<file path="src/rtl/poly_pkg.sv">
// Shared types for the quadratic evaluator: FSM states, default widths,
// and the accumulator source-select encodings used between control and datapath.
package poly_pkg;

  localparam int W_DEF  = 16;
  localparam int XW_DEF = 8;

  typedef enum logic [2:0] {
    IDLE,
    LOAD,
    MUL1,
    ADD1,
    MUL2,
    ADD2,
    DONE
  } state_t;

  // Source of the next accumulator value
  localparam logic [2:0] SEL_ACC = 3'd0;
  localparam logic [2:0] SEL_X   = 3'd1;
  localparam logic [2:0] SEL_B   = 3'd2;
  localparam logic [2:0] SEL_C   = 3'd3;
  localparam logic [2:0] SEL_A   = 3'd4;

endpackage

</file>
<file path="src/rtl/poly_ctrl.sv">
// Sequencer for Horner evaluation: one state per clock, all outputs registered.
// finished rises 6 edges after Start is sampled; Start is only looked at in IDLE and DONE.
module poly_ctrl
  import poly_pkg::*;
(
  input  logic       clk,
  input  logic       arst_n,
  input  logic       start,
  output logic       ld_x,
  output logic       ld_s,
  output logic       ovf_clr,
  output logic       res_ld,
  output logic       finished,
  output logic [2:0] s_sel
);

  state_t state;

  // Outputs are decoded from the state being entered, so they line up with it
  always_ff @(posedge clk or negedge arst_n) begin
    if (!arst_n) begin
      state    <= IDLE;
      ld_x     <= 1'b0;
      ld_s     <= 1'b0;
      ovf_clr  <= 1'b0;
      res_ld   <= 1'b0;
      finished <= 1'b0;
      s_sel    <= SEL_ACC;
    end else begin
      ld_x     <= 1'b0;
      ld_s     <= 1'b0;
      ovf_clr  <= 1'b0;
      res_ld   <= 1'b0;
      finished <= 1'b0;
      s_sel    <= SEL_ACC;
      case (state)
        IDLE: if (start) begin
          state   <= LOAD;
          ld_x    <= 1'b1;
          ld_s    <= 1'b1;
          ovf_clr <= 1'b1;
          s_sel   <= SEL_A;
        end
        LOAD: begin
          state <= MUL1;
          ld_s  <= 1'b1;
          s_sel <= SEL_X;
        end
        MUL1: begin
          state <= ADD1;
          ld_s  <= 1'b1;
          s_sel <= SEL_B;
        end
        ADD1: begin
          state <= MUL2;
          ld_s  <= 1'b1;
          s_sel <= SEL_X;
        end
        MUL2: begin
          state  <= ADD2;
          ld_s   <= 1'b1;
          s_sel  <= SEL_C;
          res_ld <= 1'b1;
        end
        ADD2: state <= DONE;
        DONE: begin
          finished <= 1'b1;
          if (!start) state <= IDLE;
        end
        default: state <= IDLE;
      endcase
    end
  end

endmodule

</file>
<file path="src/rtl/poly_eval_unit.sv">
// Evaluates A*X^2 + B*X + C by Horner's rule on one accumulator, with sticky signed overflow.
// Latency: finished rises 6 edges after Start is sampled; holds while Start stays high.
module poly_eval_unit
  import poly_pkg::*;
#(
  parameter int W  = W_DEF,
  parameter int XW = XW_DEF
) (
  input  logic          clk,
  input  logic          Reset,
  input  logic          Start,
  input  logic [XW-1:0] X,
  input  logic [W-1:0]  A,
  input  logic [W-1:0]  B,
  input  logic [W-1:0]  C,
  output logic [W-1:0]  Resultado,
  output logic          Overflow,
  output logic          finished
);

  logic         ld_x, ld_s, ovf_clr, res_ld;
  logic [2:0]   s_sel;
  logic [W-1:0] s, xs, b_q, c_q;
  logic [W-1:0] addend, sum, s_nxt;
  logic [2*W-1:0] prod;
  logic         mul_ovf, add_ovf, step_ovf;

  poly_ctrl u_ctrl (
    .clk      (clk),
    .arst_n   (Reset),
    .start    (Start),
    .ld_x     (ld_x),
    .ld_s     (ld_s),
    .ovf_clr  (ovf_clr),
    .res_ld   (res_ld),
    .finished (finished),
    .s_sel    (s_sel)
  );

  // Both operands sign-extended to 2W, so the low 2W bits are the exact signed product
  assign prod    = {{W{s[W-1]}}, s} * {{W{xs[W-1]}}, xs};
  assign mul_ovf = (prod[2*W-1:W-1] != {(W+1){prod[W-1]}});

  assign addend  = (s_sel == SEL_C) ? c_q : b_q;
  assign sum     = s + addend;
  assign add_ovf = (s[W-1] == addend[W-1]) && (sum[W-1] != s[W-1]);

  always_comb begin
    s_nxt    = s;
    step_ovf = 1'b0;
    case (s_sel)
      SEL_A: s_nxt = A;
      SEL_X: begin
        s_nxt    = prod[W-1:0];
        step_ovf = mul_ovf;
      end
      SEL_B, SEL_C: begin
        s_nxt    = sum;
        step_ovf = add_ovf;
      end
      default: ;
    endcase
  end

  always_ff @(posedge clk or negedge Reset) begin
    if (!Reset) begin
      s         <= '0;
      xs        <= '0;
      b_q       <= '0;
      c_q       <= '0;
      Resultado <= '0;
      Overflow  <= 1'b0;
    end else begin
      if (ld_x) begin
        xs  <= {{(W-XW){X[XW-1]}}, X};
        b_q <= B;
        c_q <= C;
      end
      if (ld_s) s <= s_nxt;
      if (ovf_clr)
        Overflow <= 1'b0;
      else if (ld_s && step_ovf)
        Overflow <= 1'b1;
      // Final add result is captured on the same edge that enters DONE
      if (res_ld) Resultado <= sum;
    end
  end

endmodule

</file>
<file path="config.mk">
export PLATFORM = sky130hd
export DESIGN_NAME = poly_eval_unit
export DESIGN_NICKNAME = d
export VERILOG_FILES = /design/src/rtl/poly_pkg.sv /design/src/rtl/poly_ctrl.sv /design/src/rtl/poly_eval_unit.sv
export SDC_FILE = /design/constraint.sdc
export NUM_CORES = 1
export LEC_CHECK = 0
export CORE_ASPECT_RATIO = 1.1
export CORE_MARGIN = 1
export CORE_UTILIZATION = 25
export CTS_BUF_LIST = sky130_fd_sc_hd__clkbuf_4
export CTS_CLUSTER_DIAMETER = 50
export DETAILED_ROUTE_END_ITERATION = 8
export GPL_ROUTABILITY_DRIVEN = 0
export GPL_TIMING_DRIVEN = 0
export HOLD_SLACK_MARGIN = 0.08
export PLACE_DENSITY = 0.52
export RECOVER_POWER = 50
export SKIP_CTS_REPAIR_TIMING = 1
export SLEW_MARGIN = 20
export SYNTH_ARGS = -nofsm -noshare
export SYNTH_HDL_FRONTEND = slang
export SYNTH_HIERARCHICAL = 1
export SYNTH_SLANG_ARGS = --single-unit
</file>
<file path="constraint.sdc">
create_clock -name clk -period 5.4 [get_ports clk]
set_input_delay 0.81 -clock clk [delete_from_list [all_inputs] [get_ports clk]]
set_output_delay 0.81 -clock clk [all_outputs]
set_load 0.02 [all_outputs]
</file>
==> impl_metrics.toml, run 1 <==
[status]
status = "finished with violations"
violations = "max-capacitance violations, max-slew violations, negative setup slack"

[logic_synthesis]
postSynth.asyncResetShare_pct = 100
synth_enable_flop_cells = 0
synthesis.area_mm2 = 0.00894
synth_top_area_share_pct = 23.3
yosys_most_used_dff = "dfrtp_1"
yosysUniqueCellTypes = 62
synth.ff_latch_count = 83
syn-num-nets = 1139
netlist.top_cell.by_area = "fa_1"
ys_seq_area_share_pct = 23.2
syn_inst = 916
synth.area.top_cells = "fa_1 (23%), dfrtp_1 (23%), mux2_2 (8.7%)"
post_synth.cell_area_avg_um2 = 9.76
yosys_warnings = 6

[floorplan]
io_pins = 77
dieArea_mm2 = 0.0365
core_area_mm2 = 0.0352
rows = 72
dieHeight_um = 200
start_util_pct = 25.4
die_x_um = 182

[sta]
finalSetupTns_ps = -205
min_period_ps = 5600
hold_slack_ps = 518
relSlewSlack_pct = -88.4
worst_pin_slew_ps = 2830
setup_viol_count_final = 1
timing.fmax_mhz = 178
setup_ws_ps = -205
hold_viol = 0
rsz0062_at_grt = "true"
finClkSkew_ps = 29.3
fin_crit_sh_pct = 104
drv_slew = 86

[detailed_routing]
finalWirelength_um = 23800
wl_per_cell_um = 15.7
ant_nets = 0
drtIter0Drc = 327
num_vias = 6782
drt_drc_violations_left = 0
firstDrtPassIters = 4
via_per_inst = 4.47

[setup_path]
cp-start-kind = "flop"
cp_max_fo = 6
worstPathArrival_ps = 5970
required_ps = 5760
crit_type = "flop to flop"
cp-end-kind = "flop"

[final_layout]
final_area_mm2 = 0.0109
ff_latch_area_mm2 = 0.00210
finalNetCount = 1255
drive_gt1_share_pct = 17.0
final_cells = 1518
nFillCells = 3667
multi_input_area_mm2 = 0.00626
syn2layout_area_growth_pct = 21.5

[clock_tree]
cts_buffer_depth = 2
htreeDepth = 3
clk_pin_slew_ps = 170
cts_tree = "done"
numCtsBuffers = 9
root_buffer = "clkbuf_4"
insertion_delay_ps = 470
clock-sinks = 83

[grt]
grt.total_usage_pct = 13.5
grt_util_met3_pct = 2.02
grt_max_degree = 51
grt_pass1_vias = 7019
grt_pass1_wl_um = 38400
top_usage_layer = "met2"
antenna_found_initial = 1
grt_use_met1_pct = 17.8
grt-ovfl-total = 0
met2_usage_pct = 22.9

[min_path]
hold_class = "flop to flop"

[placement]
dp_hpwl_um = 19300
placed_cells = 1474
port_buffers = 76
post_dp_cell_area_mm2 = 0.0103

[flow_run]
drv_cap = 2
==> Yosys cell counts, types with 4 or more instances <==
| cell type | n |
|---|---|
| a211oi_1 | 10 |
| a21o_1 | 12 |
| a21oi_1 | 31 |
| a222oi_1 | 7 |
| a22oi_1 | 5 |
| a31oi_1 | 5 |
| and2_1 | 75 |
| clkbuf_1 | 25 |
| dfrtp_1 | 83 |
| fa_1 | 104 |
| ha_1 | 60 |
| inv_1 | 149 |
| mux2_2 | 69 |
| mux2i_1 | 6 |
| nand2_1 | 63 |
| nand2b_1 | 15 |
| nor2_1 | 41 |
| nor2b_1 | 7 |
| nor3_1 | 8 |
| o21a_1 | 10 |
| o21ai_0 | 25 |
| o21ai_1 | 6 |
| o21bai_1 | 4 |
| xnor2_1 | 26 |
| xor2_1 | 7 |
==> final cells by class <==
class	count	area share, %
Tap cell	481	5.54
Buffer	29	1.62
Clock buffer	9	0.622
Timing Repair Buffer	108	9.43
Antenna cell	1	0.0230
Multi-Input combinational cell	650	57.7
Sequential cell	83	19.4
Clock inverter	6	0.449
Inverter	151	5.29
==> worst paths after layout <==
path                              start  slack (ps)  cells past startpoint       end
max in group asynchronous         Reset        1410                      2   c_q[13]
worst max register to register    xs[7]        -200                     20  Overflow
min in group asynchronous         Reset        1230                      1    c_q[6]
worst min-delay path            b_q[13]         520                      1   b_q[13]
worst min register to register  b_q[13]         520                      1   b_q[13]
worst max-delay path              xs[7]        -200                     20  Overflow
==> layout by cell type (no fill, tap or decap), types with 10 or more instances in the layout <==
| cell type | netlist | final |
|---|---|---|
| xnor2_1 | 26 | 26 |
| o21a_1 | 10 | 10 |
| dfrtp_1 | 83 | 65 |
| o21ai_0 | 25 | 26 |
| buf_4 | 2 | 29 |
| a21o_1 | 12 | 12 |
| clkbuf_4 | 0 | 11 |
| and2_1 | 75 | 74 |
| mux2_2 | 69 | 69 |
| clkdlybuf4s50_1 | 0 | 74 |
| nor2_1 | 41 | 39 |
| inv_1 | 149 | 145 |
| nand2_1 | 63 | 63 |
| a21oi_1 | 31 | 29 |
| nand2b_1 | 15 | 15 |
| clkbuf_1 | 25 | 17 |
| ha_1 | 60 | 53 |
| dfrtp_2 | 0 | 17 |
| fa_1 | 104 | 102 |
==> per-layer routing <==
| metal | wire (um) | up-vias |
|---|---|---|
| met4 | 367 | 0 |
| met2 | 11800 | 127 |
| li1 | - | 3237 |
| met1 | 10800 | 3395 |
| met5 | 0 | - |
| met3 | 844 | 23 |
==> per-stage QoR <==
step                      setup slack (ps)  utilization (%)
after global routing                  -342             30.8
after CTS                            -1090             29.6
after global placement                -897             29.2
final                                 -205             30.8
after floorplan                        113                -
after detailed placement             -1040             29.3
==> kinds of logic after synthesis <==
| logic type | Yosys count | synth area share, % |
|---|---|---|
| buf+inv | 183 | 7.94 |
| flops | 83 | 23.2 |
| fa+ha+maj | 164 | 31.7 |
| simple gates | 237 | 14.0 |
| compound gates | 141 | 10.6 |
| xor+xnor | 33 | 3.23 |
| mux | 75 | 9.37 |
==> flip-flops by register name, summed over array words and instances, names as in the netlist <==
signal / cells
u_ctrl/res_ld: 1
c_q: 16
u_ctrl/state: 3
s: 16
Overflow: 1
u_ctrl/finished: 1
b_q: 16
u_ctrl/ld_s: 1
u_ctrl/ovf_clr: 1
Resultado: 16
xs: 8
u_ctrl/s_sel: 3
==> critical path: stages (launching register included) <==
cell	delay, ps
dfrtp_4	490
clkinvlp_4	120
buf_12	150
buf_12	120
nor2_2	110
fa_1	460
fa_1	460
fa_1	490
inv_1	50
fa_1	490
inv_1	70
ha_4	180
or3_1	360
a211o_1	300
and2_4	160
a221o_1	360
o21a_1	210
o21a_1	180
or4_4	430
o22ai_4	190
a311oi_2	100
Power of run 1 is not shown: default switching activity piles up to over one toggle a cycle in this logic, so the estimate is an artifact.
==> run 2: changes to the inputs <==
--- a/config.mk
+++ b/config.mk
@@ -15,9 +15,9 @@
 export GPL_TIMING_DRIVEN = 0
 export HOLD_SLACK_MARGIN = 0.08
 export PLACE_DENSITY = 0.52
-export RECOVER_POWER = 50
+export RECOVER_POWER = 25
+export REMOVE_ABC_BUFFERS = 1
 export SKIP_CTS_REPAIR_TIMING = 1
-export SLEW_MARGIN = 20
 export SYNTH_ARGS = -nofsm -noshare
 export SYNTH_HDL_FRONTEND = slang
 export SYNTH_HIERARCHICAL = 1
==> run 2 against run 1 <==
- the flow still finishes with violations (max-capacitance violations, max-slew violations, negative setup slack)
- sequential share of layout area grew 0.17 points
- global-route usage shrank 0.49 points
- non-clock buffer count shrank 25
- via count shrank 1.0%
- core utilization shrank 0.11 points
- clock skew grew 4.5 ps
- count of clock-buffer cells in the layout is the same
- hold slack gained 1.1 ps
- critical path depth is the same
- cell count shrank 1.6%
- fmax grew 0.58%
- register-to-register slack gained 30 ps
==> impl_metrics.toml, run 2 (synthesis gave the netlist of run 1 again) <==
[final_layout]
layout_commonest_cell = "inv_1"
finalNetCount = 1230
multi_input_area_mm2 = 0.00629
layout_common_cells = "inv_1 (147), fa_1 (103), and2_1 (75), clkdlybuf4s50_1 (75), mux2_2 (69)"
syn2layout_area_growth_pct = 21.1
ff_latch_area_mm2 = 0.00211
drive_gt1_share_pct = 17.3
nFillCells = 3672

[detailed_routing]
finalWirelength_um = 23100
num_vias = 6714
firstDrtPassIters = 5
wl_per_cell_um = 15.5
drtIter0Drc = 295
ant_nets = 0
via_per_inst = 4.49
drt_drc_violations_left = 0

[sta]
worst_pin_slew_ps = 2670
fin_crit_sh_pct = 103
setup_ws_ps = -172
drv_slew = 86
relSlewSlack_pct = -78.0
hold_viol = 0
timing.fmax_mhz = 179
min_period_ps = 5570
rsz0062_at_grt = "true"
finClkSkew_ps = 33.8
setup_viol_count_final = 1
finalSetupTns_ps = -172

[clock_tree]
cts_buffer_depth = 2
htreeDepth = 3
clk_pin_slew_ps = 170
numCtsBuffers = 9
clock-sinks = 83
root_buffer = "clkbuf_4"
insertion_delay_ps = 480
cts_tree = "done"

[grt]
grt.total_usage_pct = 13.0
grt_pass1_wl_um = 37100
grt_max_degree = 52
antenna_found_initial = 1
grt-ovfl-total = 0
grt_pass1_vias = 6735

[floorplan]
rows = 72
dieArea_mm2 = 0.0365
die_x_um = 182
start_util_pct = 25.4
dieHeight_um = 200
io_pins = 77
core_area_mm2 = 0.0352

[setup_path]
max_stage_delay_ps = 540
crit_chain = "clkinvlp_4 -> buf_6 -> buf_6 -> fa_1 -> fa_1 -> inv_1 -> fa_1 -> inv_2 -> fa_1 -> inv_2 -> ha_4 -> a211o_1 -> a211o_1 -> and2_4 -> a221o_1 -> o21a_1 -> o21a_1 -> or4_1 -> o22ai_1 -> a311oi_1"
worstPathArrival_ps = 5960
startpoint = "xs[7]"
r2r-start = "xs[7]"
cp-start-kind = "flop"
crit_path_top_delay_cell = "fa_1"
crit_top_cell = "fa_1"
required_ps = 5780
cp_max_fo = 6
cp-end-kind = "flop"
crit_type = "flop to flop"

[status]
violations = "max-capacitance violations, max-slew violations, negative setup slack"
status = "finished with violations"

[placement]
port_buffers = 76
dp_hpwl_um = 18000

[min_path]
hold_class = "flop to flop"
min_from = "c_q[13]"

[flow_run]
drv_cap = 2
## run 2: per-stage QoR
step / cell area (um^2) / worst slack, ps / instances / utilization, % / hold WS (ps)
after global placement: 10200 / -1070 / 1441 / 28.8 / 484
final: 10800 / -172 / 1494 / 30.7 / 520
after floorplan: 8790 / 61.6 / 884 / - / 475
after CTS: 10400 / -1020 / 1460 / 29.5 / 277
after detailed placement: 10200 / -961 / 1444 / 29.0 / 490
after global routing: 10800 / -356 / 1494 / 30.7 / 536
## run 2: final timing paths
path	slack, ps	endpoint	depth (start not counted)
setup / recovery	-170	Overflow	20
hold / removal	520	c_q[13]	1
setup reg to reg	-170	Overflow	20
hold reg to reg	520	c_q[13]	1
max in group asynchronous	1010	s[3]	2
min in group asynchronous	880	Overflow	1
## run 2: routing by layer
metal | global-route usage [%] | part of all wire (%) | vias up
li1 | - | - | 3191
met1 | 17.4 | 45 | 3372
met2 | 22.2 | 50 | 122
met3 | 1.02 | 3.1 | 29
met4 | 4.23 | 2.2 | 0
met5 | 0 | 0 | -
## run 2: cell type report
| type | count | area share, % |
|---|---|---|
| flip-flops and latches | 83 | 19.5 |
| clock inverters | 7 | 0.902 |
| multi-input cells | 650 | 58.1 |
| clock buffers | 9 | 0.624 |
| well taps | 481 | 5.56 |
| repair buffers | 112 | 9.96 |
| inverters | 151 | 5.31 |
| diodes | 1 | 0.0231 |
## run 2: critical path, delay by kind of cell, from the launching register on
kind,cells,cell delay (ps)
buffers and inverters,6,540
DFF,1,530
AOI/OAI and AO/OA,7,1690
adders and majority gates,5,2150
and+or+nand+nor,2,550
Power of run 2 is left out for the same reason.
==> run 3: changes to the inputs <==
--- a/config.mk
+++ b/config.mk
@@ -7,14 +7,14 @@
 export LEC_CHECK = 0
 export CORE_ASPECT_RATIO = 1.1
 export CORE_MARGIN = 1
-export CORE_UTILIZATION = 25
+export CORE_UTILIZATION = 40
 export CTS_BUF_LIST = sky130_fd_sc_hd__clkbuf_4
 export CTS_CLUSTER_DIAMETER = 50
 export DETAILED_ROUTE_END_ITERATION = 8
 export GPL_ROUTABILITY_DRIVEN = 0
 export GPL_TIMING_DRIVEN = 0
 export HOLD_SLACK_MARGIN = 0.08
-export PLACE_DENSITY = 0.52
+export PLACE_DENSITY = 0.71
 export RECOVER_POWER = 25
 export REMOVE_ABC_BUFFERS = 1
 export SKIP_CTS_REPAIR_TIMING = 1
==> run 3 against run 2 <==
- the flow still finishes with violations (max-capacitance violations, max-slew violations, negative setup slack)
- global-route usage up 6.7 points
- cell area decreased by 2.4%
- via count grew 1.8%
- clock skew is 6.8 ps lower
- critical path type unchanged
- critical endpoint unchanged
==> impl_metrics.toml, run 3 (synthesis gave the netlist of run 1 again) <==
[final_layout]
layout_common_cells = "inv_1 (147), fa_1 (102), and2_1 (75), clkdlybuf4s50_1 (75), mux2_2 (69)"
layout_commonest_cell = "inv_1"
drive_gt1_share_pct = 16.7
final_area_mm2 = 0.0106
syn2layout_area_growth_pct = 18.2
final_cells = 1307
antennaDiodeCount = 0
finalNetCount = 1230

[sta]
rsz0062_at_grt = "true"
hold_slack_ps = 517
finalSetupTns_ps = -210
min_period_ps = 5610
relSlewSlack_pct = -67.8
worst_pin_slew_ps = 2520
setup_viol_count_final = 1
finClkSkew_ps = 26.9
timing.fmax_mhz = 178
fin_crit_sh_pct = 104
drv_slew = 86
setup_ws_ps = -210
hold_viol = 0

[grt]
grt_pass1_wl_um = 34800
grt.total_usage_pct = 19.7
grt_max_degree = 50
grt-ovfl-total = 0
grt_pass1_vias = 6745
antenna_found_initial = 0

[setup_path]
required_ps = 5750
cp-start-kind = "flop"
cp-end-kind = "flop"
cp_max_fo = 5
rrSetupSlack_ps = -210
crit_type = "flop to flop"
worstPathArrival_ps = 5960
r2r_cells = 19

[detailed_routing]
ant_nets = 0
via_per_inst = 5.23
finalWirelength_um = 22200
drt_drc_violations_left = 0
met2_length_um = 11000
top_layer = "met4"
drtIter0Drc = 494
met3WireLength_um = 1360
wl_met1_um = 9220
wl_per_cell_um = 17.0
num_vias = 6836
firstDrtPassIters = 7

[floorplan]
die_x_um = 145
core_area_mm2 = 0.0220
rows = 57
io_pins = 77
start_util_pct = 40.6
dieHeight_um = 159
dieArea_mm2 = 0.0229

[placement]
dp_hpwl_um = 16800
placed_cells = 1258
port_buffers = 76
post_dp_cell_area_mm2 = 0.00999

[clock_tree]
insertion_delay_ps = 460
clock-sinks = 83
cts_buffer_depth = 2
root_buffer = "clkbuf_4"
htreeDepth = 3
numCtsBuffers = 9
clk_pin_slew_ps = 150
cts_tree = "done"

[status]
violations = "max-capacitance violations, max-slew violations, negative setup slack"
status = "finished with violations"

[flow_run]
drv_cap = 2

[min_path]
hold_class = "flop to flop"
min_path_cells = 1
==> run 3: cell type report <==
type,count,area (um^2)
clock inverter,7,67.6
sequential,83,2120
fill,2039,11500
timing repair inverter,1,7.51
inverter,151,574
timing repair buffer,111,1080
clock buffer,9,67.6
tap,295,369
multi-input combinational,650,6280
==> run 3: path summary, 6_finish.rpt <==
| path | startpoint | end |
|---|---|---|
| worst max-delay path | xs[7] | Overflow |
| worst min-delay path | c_q[12] | c_q[12] |
| worst max register to register | xs[7] | Overflow |
| worst min register to register | c_q[12] | c_q[12] |
| max in group asynchronous | Reset | u_ctrl/ovf_clr |
| min in group asynchronous | Reset | xs[1] |
==> run 3: metrics by stage <==
| stage | worst slack (ps) | util, % |
|---|---|---|
| floorplan | 61.6 | - |
| global placement | -879 | 45.0 |
| detailed placement | -795 | 45.3 |
| CTS | -872 | 45.9 |
| global route | -362 | 47.9 |
| finish | -210 | 47.9 |
==> run 3: critical path: stages, from the launching register on <==
cell and delay [ps]:
dfrtp_2 450, clkinvlp_4 230, buf_6 190, fa_1 470, fa_1 510, inv_1 50
fa_1 540, inv_1 50, fa_1 480, inv_1 60, ha_4 220, o21a_1 200
a211o_1 350, and2_4 150, a221o_1 360, o21a_1 210, o21a_1 190, or4_4 430
o22ai_4 210, a311oi_1 110
==> run 3: layer usage <==
layer  GRT usage [%]  vias up
met1            25.8     3403
met3            3.20       38
met2            32.9      209
met4            6.03        0
li1                -     3186
met5               0        -
Power of run 3 is left out for the same reason.
